==> src/rtl/uart_debug_rx.sv <==
// Debug-port UART receiver: 8N1, LSB first, one-entry valid/ready holding register.
// Flags a zero stop bit (frame_err) and a byte lost to a full holding register (overrun).
module uart_debug_rx #(
    parameter int CLK_FREQ = 50_000_000,
    parameter int BAUD     = 115200
) (
    input  logic       clk,
    input  logic       rst,
    input  logic       uart_rx,
    output logic [7:0] rx_data,
    output logic       rx_valid,
    input  logic       rx_ready,
    output logic       frame_err,
    output logic       overrun,
    output logic       busy
);

    localparam int CLKS_PER_BIT = CLK_FREQ / BAUD;
    localparam int HALF_BIT     = CLKS_PER_BIT / 2;
    localparam int CNT_W        = $clog2(CLKS_PER_BIT);

    localparam logic [CNT_W-1:0] BIT_LAST  = CNT_W'(CLKS_PER_BIT - 1);
    localparam logic [CNT_W-1:0] HALF_LAST = CNT_W'(HALF_BIT - 1);

    typedef enum logic [2:0] {
        S_IDLE,
        S_START,
        S_DATA,
        S_STOP,
        S_BREAK
    } state_e;

    state_e           state_q, state_d;
    logic [CNT_W-1:0] cnt_q, cnt_d;
    logic [2:0]       idx_q, idx_d;
    logic [7:0]       shift_q, shift_d;
    logic             pend_q, pend_d;
    logic             sync1_q, sync1_d;
    logic             sync2_q, sync2_d;
    logic [7:0]       rx_data_q, rx_data_d;
    logic             rx_valid_q, rx_valid_d;
    logic             frame_err_q, frame_err_d;
    logic             overrun_q, overrun_d;
    logic             rx_s;

    assign rx_s = sync2_q;

    always_ff @(posedge clk) begin
        if (rst) begin
            state_q     <= S_IDLE;
            cnt_q       <= '0;
            idx_q       <= '0;
            shift_q     <= '0;
            pend_q      <= 1'b0;
            sync1_q     <= 1'b1;
            sync2_q     <= 1'b1;
            rx_data_q   <= '0;
            rx_valid_q  <= 1'b0;
            frame_err_q <= 1'b0;
            overrun_q   <= 1'b0;
        end else begin
            state_q     <= state_d;
            cnt_q       <= cnt_d;
            idx_q       <= idx_d;
            shift_q     <= shift_d;
            pend_q      <= pend_d;
            sync1_q     <= sync1_d;
            sync2_q     <= sync2_d;
            rx_data_q   <= rx_data_d;
            rx_valid_q  <= rx_valid_d;
            frame_err_q <= frame_err_d;
            overrun_q   <= overrun_d;
        end
    end

    always_comb begin
        sync1_d = uart_rx;
        sync2_d = sync1_q;
    end

    // Receive FSM: centre-samples each bit; pend_d marks a completed good frame.
    always_comb begin
        state_d     = state_q;
        cnt_d       = cnt_q;
        idx_d       = idx_q;
        shift_d     = shift_q;
        pend_d      = 1'b0;
        frame_err_d = 1'b0;
        unique case (state_q)
            S_IDLE: begin
                if (!rx_s) begin
                    state_d = S_START;
                    cnt_d   = '0;
                end
            end
            S_START: begin
                if (cnt_q == HALF_LAST) begin
                    cnt_d = '0;
                    if (rx_s) begin
                        state_d = S_IDLE;
                    end else begin
                        state_d = S_DATA;
                        idx_d   = '0;
                    end
                end else begin
                    cnt_d = cnt_q + 1'b1;
                end
            end
            S_DATA: begin
                if (cnt_q == BIT_LAST) begin
                    cnt_d          = '0;
                    shift_d[idx_q] = rx_s;
                    if (idx_q == 3'd7) begin
                        state_d = S_STOP;
                    end else begin
                        idx_d = idx_q + 1'b1;
                    end
                end else begin
                    cnt_d = cnt_q + 1'b1;
                end
            end
            S_STOP: begin
                if (cnt_q == BIT_LAST) begin
                    cnt_d = '0;
                    if (rx_s) begin
                        pend_d  = 1'b1;
                        state_d = S_IDLE;
                    end else begin
                        frame_err_d = 1'b1;
                        state_d     = S_BREAK;
                    end
                end else begin
                    cnt_d = cnt_q + 1'b1;
                end
            end
            S_BREAK: begin
                if (rx_s) begin
                    state_d = S_IDLE;
                end
            end
            default: begin
                state_d = S_IDLE;
            end
        endcase
    end

    // Holding register: a delivery can coincide with the consumer draining the old byte.
    always_comb begin
        rx_data_d  = rx_data_q;
        rx_valid_d = rx_valid_q;
        overrun_d  = 1'b0;
        if (pend_q) begin
            if (!rx_valid_q || rx_ready) begin
                rx_data_d  = shift_q;
                rx_valid_d = 1'b1;
            end else begin
                overrun_d = 1'b1;
            end
        end else if (rx_valid_q && rx_ready) begin
            rx_valid_d = 1'b0;
        end
    end

    assign rx_data   = rx_data_q;
    assign rx_valid  = rx_valid_q;
    assign frame_err = frame_err_q;
    assign overrun   = overrun_q;
    assign busy      = (state_q != S_IDLE);

endmodule
==> config.mk <==
export PLATFORM = sky130hd
export DESIGN_NAME = uart_debug_rx
export DESIGN_NICKNAME = d
export VERILOG_FILES = /design/src/rtl/uart_debug_rx.sv
export SDC_FILE = /design/constraint.sdc
export NUM_CORES = 1
export LEC_CHECK = 0
export ABC_CLOCK_PERIOD_IN_PS = 4200
export CAP_MARGIN = 30
export CELL_PAD_IN_SITES_DETAIL_PLACEMENT = 1
export CELL_PAD_IN_SITES_GLOBAL_PLACEMENT = 1
export CORE_MARGIN = 2
export CORE_UTILIZATION = 30
export DETAILED_ROUTE_END_ITERATION = 16
export HOLD_SLACK_MARGIN = 0.1
export PLACE_DENSITY = 0.62
export SETUP_SLACK_MARGIN = 0.2
export SYNTH_ARGS = -nofsm -noshare
export SYNTH_HDL_FRONTEND = slang
export SYNTH_SLANG_ARGS = --single-unit
==> constraint.sdc <==
create_clock -name clk -period 4.2 [get_ports clk]
set_clock_uncertainty 0.05 [all_clocks]
set_input_delay 0.63 -clock clk [delete_from_list [all_inputs] [get_ports clk]]
set_output_delay 0.63 -clock clk [all_outputs]
set_load 0.01 [all_outputs]
# [Word level (Yosys, flattened, before mapping)]
# Index checks and enable logic that the tools add are counted.
[classes] addsub=2 order_cmp=2 eq_ne=16 mux=27 bitwise=3 n_reduce_logical=18
[op_table] op="$mux 3" count=11
[op_table] op="$mux 9" count=3
[op_table] op="$pmux 9 s3" count=1
[op_table] op="$ne 2x2->1 const B" count=8
[op_table] op="$pmux 3 s5" count=1
[op_table] op="$add 9x1->9 const B" count=1
[op_table] op="$eq 9x8->1 const B" count=1
[op_table] op="$eq 9x9->1 const B" count=1
[op_table] op="$bwmux 8" count=1
[op_table] op="$reduce_and 2->1" count=4
[op_table] op="$mux 1" count=7
[op_table] op="$eq 3x2->1 const B" count=2
[op_table] op="$eq 3x3->1 const B" count=2
[op_table] op="$pmux 3 s2" count=1
[op_table] op="$reduce_and 6->1" count=1
[op_table] op="$reduce_bool 3->1" count=2
[op_table] op="$reduce_and 5->1" count=1
[op_table] op="$lt 3x4->1 const B" count=1
[op_table] op="$reduce_bool 2->1" count=2
[op_table] op="$reduce_or 2->1" count=2
[op_table] op="$add 3x1->3 const B" count=1
[op_table] op="$demux 1 s3" count=1
[op_table] op="$eq 3x1->1 const B" count=1
[op_table] op="$ge 3x1->1 const B" count=1
[op_table] op="other kinds (8)" count=11
[word_totals] regBits=37 input_bits=4 word_cells=79

# [Logic depth before layout (Yosys ltp)]
# Gate-level depths: netlist of run 1.
[logic_depth] word_depth=5 mapped_depth=7 ltp_nobuf=6

# [Worst setup path after synthesis of run 1]
# OpenSTA, ideal clock, no wires.
[synth_timing] kind="register to register" startpoint="register cnt_q[0]" endpoint="register state_q[0]" setup_time_ps=121 arrival_ps=1674 slack_ps=2355 path_stages_with_launch=6 n_path_buf=0 synth_period_minus_slack_ps=1845 cell_sequence="dfxtp_1 > ha_1 > and4b_1 > a21oi_2 > a211oi_1 > mux2_2"
[synth_between] elab_chain_len=3 elab_cells_between_ends=6 classes_between="eq/ne (5); reduce/logical (1)"
[synth_rtl] item="start, declared" line_no="34" rtl="logic [CNT_W-1:0] cnt_q, cnt_d;"
[synth_rtl] item="start signal, assigned" line_no="63" rtl="cnt_q <= cnt_d;"
[synth_rtl] item="$eq 9x9->1 or $eq 9x8->1 (tied branches)" line_no="110, 123, 97"
[synth_rtl] item="$ne 2x2->1 (no source line)"
[synth_rtl] item="$reduce_and 6->1 (no source line) *"
[synth_rtl] item="end signal, assigned" line_no="62" rtl="state_q <= state_d;"
[synth_rtl] item="end, declared" line_no="33" rtl="state_e state_q, state_d;"
# Mark *: on every way between the ends. The rest lies on a longest branch, timed or not.
# A chain may end at the register's enable or synchronous reset.

# [Final worst setup path of run 1]
[layout_timing] startpoint="register state_q[0]" endpoint="register state_q[2]"
[layout_between] elab_chain_len=3 elab_cells_between_ends=13 classes_between="eq/ne (10); mux (1); reduce/logical (2)"
[layout_rtl] item="$eq 3x2->1, or another cell as far along" line_no="89" rtl="unique case (state_q)"
[layout_rtl] item="$ne 2x2->1 (no source line)"
[layout_rtl] item="$reduce_and 6->1 (no source line)"
# Several ways; a longest one is shown, not always the timed one.

==> metrics.txt, run 1 <==
outcome completed; metal1 wirelength 1890 um; Post CTS Setup Buffer Count 0; ys flop type dfxtp_1; LEAKAGE 0.809 nW; start-to-end type of the worst setup path register to register; CTS tree built; Die X 80.7 um; met3 WL 124 um; Hold Path Origin sync1_q; setup_tns 0 ns; largest net degree at the start of global routing 27; root buffer cell clkbuf_8; wire per inst 13.0 um; Critical Path AT 2.44 ns; Reg2Reg Depth 4; Slew @ Worst Pin 0.948 ns; Slew Viols, Final 0; worst slack, placed 1.76 ns; adder-cell share of the synthesized area 3.54%; Critical Path Fanout Max 11; row count 27; clk sink count 37; Routability Congestion 0.695; post_cts resized 0; Reg-to-Reg End state_q[2]; first-pass GRT wire length 6800 um; Syn-to-layout area delta 16.9%; Worst setup EP type register; xor/xnor share of the synthesized area 0.496%; Post-Syn Instances 201; Post-synth EDFFs 0; input/output buffers 15; Clock Path Buffers 2; DR vias 1392; post-synthesis mux area share 10.9%; Yosys top cell by area dfxtp_1; Synth area leaders dfxtp_1 42%, mux2i_1 9.6%, nand2b_1 5.0%; DP HPWL 2640 um; IO Pins 16; ys async rst share 0%; hold depth 1; Tmin final 2.31 ns; grt ovf 0; Yosys warning total 0; uppermost routed layer met4; drt first pass iters 3; Yosys top cell area share 41.9%; Initial Util 31.5%; DIE AREA 0.00652 mm^2; share of cells above drive strength 1 7.87%; sequential area share after synthesis 41.9%; MaxCap Viol Count 0; fin util 36.8%; Final Setup Violations 0; CTS H-tree depth 2; Final Hold Fails 0; Tcrit/Tclk final 55.0%; worst setup margin 1.89 ns; Syn Area/Cell 8.79 um^2; number of global-route vias before repair 1430; Total Routing Usage GR 13.4%; initial antenna violation count 0; RSZ-0062 raised after global routing false; Routed WL 3730 um; worst hold-check path type register to register; Post-Syn Nets 210; non-filler cells, final 288; Post-Synthesis Cell Area 0.00177 mm^2; Reg clk slew, reported paths 0.08 ns; vias per cell 4.83; CORE AREA 0.00561 mm^2; Max Fclk 433 MHz; Yosys reg bits 37; Synth cell types 40; DRC Markers 0; fill count 692; worst setup path startpoint state_q[0]; ANT nets after route 0; reg2reg setup slack 1.89 ns; Hold Path End rx_s; crit start category register; Hold-fix buffers, CTS 0; cts bufs inserted 5; placed cells 280; WP data required 4.33 ns; Die Ht 80.7 um; Post-Synth Simple-Gate Area 27.3%; number of diodes 0; Max-slew headroom 36.4%; FF-to-FF Start state_q[0]; Final Net Count 224; VDD IR max 0.193 mV; drt first-iter violations 29; Synth Area in Compound Gates 11.8%; clock latency on the worst-skew pair 0.29 ns; largest family of logic cells by synthesized area simple AND/OR/NAND/NOR gates; metal2 WL 1670 um; PwrDens 366 mW/mm^2
==> registers in the layout, indices dropped and copies added (netlist names) <==
register	cells
cnt_q	9
rx_data	8
shift_q	8
idx_q	3
state_q	3
frame_err	1
overrun	1
pend_q	1
rx_s	1
rx_valid	1
sync1_q	1
==> cell families after synthesis <==
kind of cell / count (synthesis)
compound gates: 33
xor+xnor: 1
flops: 37
simple gates: 88
buf+inv: 18
fa+ha+maj: 5
mux: 19
==> synthesized netlist by cell type (3+ instances only) <==
| cell | number |
|---|---|
| dfxtp_1 | 37 |
| nand2_1 | 19 |
| mux2i_1 | 17 |
| nor2_1 | 17 |
| nand2b_1 | 14 |
| a21oi_1 | 11 |
| inv_1 | 9 |
| o22ai_1 | 9 |
| nor3_1 | 8 |
| clkbuf_1 | 5 |
| ha_1 | 5 |
| nand3_1 | 4 |
| nor2b_1 | 4 |
| nor4_1 | 4 |
| or2_2 | 3 |
==> cell type report <==
class	count	area, um^2	share of cell area, %
timing repair buffer	16	158	7.64
clock inverter	3	17.5	0.848
inverter	9	33.8	1.64
clock buffer	5	68.8	3.33
multi-input combinational	146	956	46.3
tap	72	90.1	4.36
sequential	37	741	35.9
==> metrics by stage <==
stage	hold slack (ns)	instance area, um^2	total power [W]
6_report	0.363	2060	0.000755
3_3_place_gp	0.342	1980	0.000521
4_1_cts	0.369	2060	0.000771
5_1_grt	0.400	2060	0.000806
3_5_place_dp	0.349	1980	0.000521
2_1_floorplan	0.339	1770	0.000483
==> worst max path at each step <==
| stage | endpoint | slack [ns] | cells past startpoint |
|---|---|---|---|
| floorplan | state_q[0] | 2.36 | 5 |
| global placement | state_q[2] | 1.80 | 5 |
| detailed placement | state_q[2] | 1.76 | 5 |
| CTS | state_q[0] | 1.85 | 4 |
| global route | state_q[2] | 1.65 | 6 |
| finish | state_q[2] | 1.89 | 4 |
==> power by group <==
group          total (W)  switching (W)  internal [W]
Sequential      0.000380      0.0000173      0.000362
Combinational   0.000131      0.0000755     0.0000557
Clock           0.000244       0.000130      0.000115
==> worst max-delay path, cell delays in order (launching register included) <==
cell and delay, ns:
dfxtp_1 0.45, or3b_1 0.43, a21oi_1 0.71, a211oi_1 0.24, mux2_2 0.33
==> placed cells by master (no fill, tap or decap), types with 2 or more instances in the layout <==
cell type	n
o21a_1	2
or3b_1	2
inv_1	9
nor4_1	4
a21oi_1	11
o22ai_1	9
clkdlybuf4s50_1	15
nor2_1	17
o21ai_0	2
dfxtp_1	37
or2_2	3
clkbuf_8	5
nor3_1	8
nor4b_1	2
ha_1	5
o32ai_1	2
nand2b_1	14
and2_1	2
mux2i_1	17
nand2_1	19
nor2b_1	4
mux2_2	2
o31a_1	2
nand3_1	4
clkinv_2	2
or2b_1	2
==> metal layers <==
layer,global-route usage [%],up-vias
li1,-,726
met1,17.6,643
met2,21.0,17
met3,3.67,6
met4,5.42,0
met5,0,-
Note: power is estimated with default switching activity, not from simulation.
==> inputs of run 2 (changes only) <==
--- a/config.mk
+++ b/config.mk
@@ -5,7 +5,7 @@
 export SDC_FILE = /design/constraint.sdc
 export NUM_CORES = 1
 export LEC_CHECK = 0
-export ABC_CLOCK_PERIOD_IN_PS = 4200
+export ABC_CLOCK_PERIOD_IN_PS = 2200
 export CAP_MARGIN = 30
 export CELL_PAD_IN_SITES_DETAIL_PLACEMENT = 1
 export CELL_PAD_IN_SITES_GLOBAL_PLACEMENT = 1
==> constraint.sdc (replaced) <==
create_clock -name clk -period 2.2 [get_ports clk]
set_clock_uncertainty 0.05 [all_clocks]
set_input_delay 0.33 -clock clk [delete_from_list [all_inputs] [get_ports clk]]
set_output_delay 0.33 -clock clk [all_outputs]
set_load 0.01 [all_outputs]
==> run 2 against run 1 <==
Die area stayed put. First-iteration DRC count grew to 2.8 times the previous value. Clock power is 140% higher. Sequential cell count stayed put. Cell count is 2.4% higher. Routed wire length is 3.5% higher. Cell area is 3.8% higher. Register-to-register slack worse by 1.5 ns. Critical path depth is 2 lower. Critical path type is now register to primary output. Largest cell class unchanged.
==> metrics.txt, run 2 (synthesized netlist as in run 1, its figures left out) <==
outcome completed; first-pass GRT wire length 6640 um; Post CTS Setup Buffer Count 0; Routability Congestion 0.792; initial antenna violation count 0; drt first-iter violations 80; Tmin final 1.92 ns; max reg flops 9; Routed WL 3860 um; drt first pass iters 4; Slew @ Worst Pin 0.329 ns; largest reg by FF count cnt_q; Reg-to-Reg End idx_q[1]; Max Fclk 521 MHz; setup_tns 0 ns; Hold Path Origin sync1_q; worst slack, placed 0.365 ns; clock latency on the worst-skew pair 0.29 ns; largest net degree at the start of global routing 19; Critical Path AT 1.54 ns; CORE AREA 0.00561 mm^2; critical path's slowest cell clkdlybuf4s50_1; reg2reg setup slack 0.34 ns; hold depth 1; most frequent cells in the layout 37 x dfxtp_1, 19 x nand2_1, 17 x nor2_1, 17 x mux2i_1, 15 x clkdlybuf4s50_1; VDD IR max 0.405 mV; post_cts resized 0; WP data required 1.82 ns; LEAKAGE 0.859 nW; grt ovf 0; Final Hold Fails 0; input/output buffers 15; Reg clk slew, reported paths 0.08 ns; root buffer cell clkbuf_8; worst setup path startpoint state_q[0]; Hold-fix buffers, CTS 0; share of cells above drive strength 1 10.8%; Final Net Count 232; row count 27; DRC Markers 0; CTS tree built; Critical Path Fanout Max 8; FF-to-FF Start state_q[0]; critical path, cell by cell or3_1 -> clkdlybuf4s50_1; Syn-to-layout area delta 21.2%; Reg2Reg Depth 4; cts bufs inserted 5; RSZ-0062 raised after global routing false; MaxCap Viol Count 0; ANT nets after route 0; Die X 80.7 um; Initial Util 31.5%; IO Pins 16; Worst setup EP type primary output; wire per inst 13.1 um; Die Ht 80.7 um; commonest non-fill, non-tap cell in the layout dfxtp_1; vias per cell 4.89; Max-slew headroom 78.1%; Hold Path End rx_s; PwrDens 737 mW/mm^2; Tcrit/Tclk final 87.2%; Total Routing Usage GR 13.4%; clk sink count 37; Largest stage delay, worst path 0.48 ns; DR vias 1443; number of diodes 0; CTS H-tree depth 2; placed inst area 0.00204 mm^2; number of global-route vias before repair 1411; start-to-end type of the worst setup path register to primary output; DP HPWL 2790 um; Final Setup Violations 0; worst setup margin 0.281 ns; DIE AREA 0.00652 mm^2; Slew Viols, Final 0; Clock Path Buffers 2; worst hold-check path type register to register; Final Instance Area 0.00214 mm^2; crit start category register
## run 2: cell count changes in the layout (fill, tap and decap cells not counted), sizes merged
cell / change
buf: +8
bufinv: +1
clkinv: -1
clkinvlp: -1
## run 2: routing by layer
metal,share of wire (%),vias up,global-route usage [%],wire [um]
met5,0,-,0,0
met4,2.3,0,6.27,89
met3,3.2,7,4.11,125
met2,43,18,20.3,1650
met1,52,673,17.3,2000
li1,-,745,-,-
## run 2: critical path: cells and delay by family, from the launching register on
kind	cells	cell delay [ns]
simple gates	1	0.39
buf+inv	1	0.48
flops	1	0.37
## run 2: stage by stage
stage | hold WS (ns) | util (%) | cells | power [W]
finish | 0.365 | 38.2 | 295 | 0.00158
global route | 0.399 | 38.2 | 295 | 0.00167
CTS | 0.369 | 38.2 | 295 | 0.00161
detailed placement | 0.348 | 36.3 | 288 | 0.00102
global placement | 0.342 | 36.3 | 288 | 0.00102
floorplan | 0.339 | - | 201 | 0.000921
## run 2: power breakdown
| group | switching (W) | total [W] | internal [W] |
|---|---|---|---|
| sequential | 0.0000326 | 0.000725 | 0.000692 |
| combinational | 0.000147 | 0.000278 | 0.000131 |
| clock | 0.000247 | 0.000576 | 0.000330 |
## run 2: how the worst max path moves through the flow
stage                 end  slack, ns  cells after the start
2_1_floorplan  state_q[0]       0.36                      5
3_3_place_gp   state_q[2]       0.35                      6
3_5_place_dp   state_q[0]       0.37                      6
4_1_cts              busy       0.25                      2
5_1_grt              busy       0.23                      2
6_report             busy       0.28                      2
## run 2: layout make-up
cell class              count  area [um^2]
flip-flops and latches     37          741
clock inverters             2         35.0
clock buffers               5         68.8
well taps                  72         90.1
repair buffers             24          218
multi-input cells         146          956
inverters                   9         33.8
fillers                   686         3470
==> inputs of run 3 (changes only) <==
--- a/config.mk
+++ b/config.mk
@@ -12,8 +12,9 @@
 export CORE_MARGIN = 2
 export CORE_UTILIZATION = 30
 export DETAILED_ROUTE_END_ITERATION = 16
+export DONT_BUFFER_PORTS = 1
 export HOLD_SLACK_MARGIN = 0.1
-export PLACE_DENSITY = 0.62
+export PLACE_DENSITY = 0.57
 export SETUP_SLACK_MARGIN = 0.2
 export SYNTH_ARGS = -nofsm -noshare
 export SYNTH_HDL_FRONTEND = slang
==> run 3 against run 2 <==
Die area is the same. Sequential cell count stayed put. First-iteration DRC count is 44% lower. Largest cell class unchanged. Fmax grew 3.5%. Routed wire length up 13%. Cell count is 4.7% lower. Cell area fell by 5.7%. Clock power is essentially flat. Largest power group unchanged. Total power decreased by 0.19%.
==> metrics.txt, run 3 (synthesized netlist as in run 1, its figures left out) <==
Routed WL 4370 um; commonest non-fill, non-tap cell in the layout dfxtp_1; LEAKAGE 0.812 nW; MaxCap Viol Count 0; Final Setup Violations 0; CTS H-tree depth 2; drt first-iter violations 45; initial antenna violation count 0; Clock Path Buffers 2; Critical Path AT 1.98 ns; RSZ-0062 raised after global routing false; Total Routing Usage GR 14.7%; worst hold-check path type input port to register; Tcrit/Tclk final 84.3%; critical path's slowest cell dfxtp_1; row count 27; PwrDens 780 mW/mm^2; Die Ht 80.7 um; fill count 694; largest reg by FF count cnt_q; Die X 80.7 um; share of cells above drive strength 1 11.5%; Max-slew headroom 39.8%; Worst setup EP type register; critical path, cell by cell inv_1 -> ha_1 -> and4b_1 -> a21oi_2 -> a211oi_2 -> buf_4 -> mux2_2; Largest stage delay, worst path 0.34 ns; largest net degree at the start of global routing 23; first-pass GRT wire length 7300 um; Syn-to-layout area delta 14.4%; Final Instance Area 0.00202 mm^2; wire per inst 15.6 um; root buffer cell clkbuf_8; clock latency on the worst-skew pair 0.29 ns; crit start category register; WP data required 2.33 ns; start-to-end type of the worst setup path register to register; CTS tree built; Final Net Count 218; Critical Path Fanout Max 4; setup_tns 0 ns; Routability Congestion 0.802; max reg flops 9; placed inst area 0.00187 mm^2; Max Fclk 539 MHz; vias per cell 5.19; Tmin final 1.85 ns; DRC Markers 0; clk sink count 37; ANT nets after route 0; CP bufs+invs 2; grt ovf 0; VDD IR max 0.342 mV; drt first pass iters 4; DIE AREA 0.00652 mm^2; Slew @ Worst Pin 0.899 ns; DR vias 1457; CORE AREA 0.00561 mm^2; outcome completed; number of diodes 0; Reg clk slew, reported paths 0.08 ns; Initial Util 31.5%; delay-heaviest family, CP flip-flops; Final Hold Fails 0; most frequent cells in the layout 36 x dfxtp_1, 19 x nand2_1, 17 x nor2_1, 17 x mux2i_1, 14 x nand2b_1; reg2reg setup slack 0.35 ns; IO Pins 16; input/output buffers 0; Slew Viols, Final 0; number of global-route vias before repair 1548; DP HPWL 3060 um; cts bufs inserted 5
-- run 3: changes by cell type in the layout (fill, tap and decap cells not counted), sizes merged --
cell | previous run | this run
buf | 9 | 6
clkdlybuf4s50 | 15 | 0
dlygate4sd3 | 0 | 4
-- run 3: area by class of cell --
cell class | instances | area, um^2 | area share [%]
clock buffers | 5 | 68.8 | 3.41
repair buffers | 10 | 85.1 | 4.21
inverters | 9 | 33.8 | 1.67
well taps | 72 | 90.1 | 4.46
multi-input cells | 146 | 966 | 47.8
flip-flops and latches | 37 | 742 | 36.7
clock inverters | 2 | 35.0 | 1.73
-- run 3: stage by stage --
step                      setup WS, ns  util, %  total power [W]  instances  hold WS (ns)
after CTS                        0.261     35.8          0.00159        281         0.164
after detailed placement         0.285     33.3          0.00100        270         0.357
after floorplan                  0.355        -         0.000921        201         0.339
final                            0.346     36.0          0.00158        281         0.176
after global placement           0.357     33.3         0.000981        270         0.347
after global routing             0.223     36.0          0.00167        281         0.153
-- run 3: worst paths after layout --
| check | start | end | cells after the start |
|---|---|---|---|
| worst min register to register | sync1_q | rx_s | 1 |
| worst max-delay path | cnt_q[1] | state_q[0] | 7 |
| worst min-delay path | rst | state_q[1] | 2 |
| worst max register to register | cnt_q[1] | state_q[0] | 7 |
-- run 3: routing by layer --
metal  vias up  global-route usage, %  part of all wire, %
met5         -                      0                    0
met4         0                   4.92                  1.2
met3         5                   4.78                  5.2
met2        29                   25.8                   51
met1       708                   16.9                   43
li1        715                      -                    -
-- run 3: timing repair --
item	CTS	global route
gates resized for setup	0	3
buffers inserted	0	0
endpoints found under the hold margin	22	0
hold buffers	4	0
endpoints found under the setup margin	0	4
-- run 3: report_power, final --
part | switching (W) | total, W | internal, W
Clock | 0.000245 | 0.000575 | 0.000330
Sequential | 0.0000324 | 0.000724 | 0.000692
Combinational | 0.000159 | 0.000277 | 0.000118
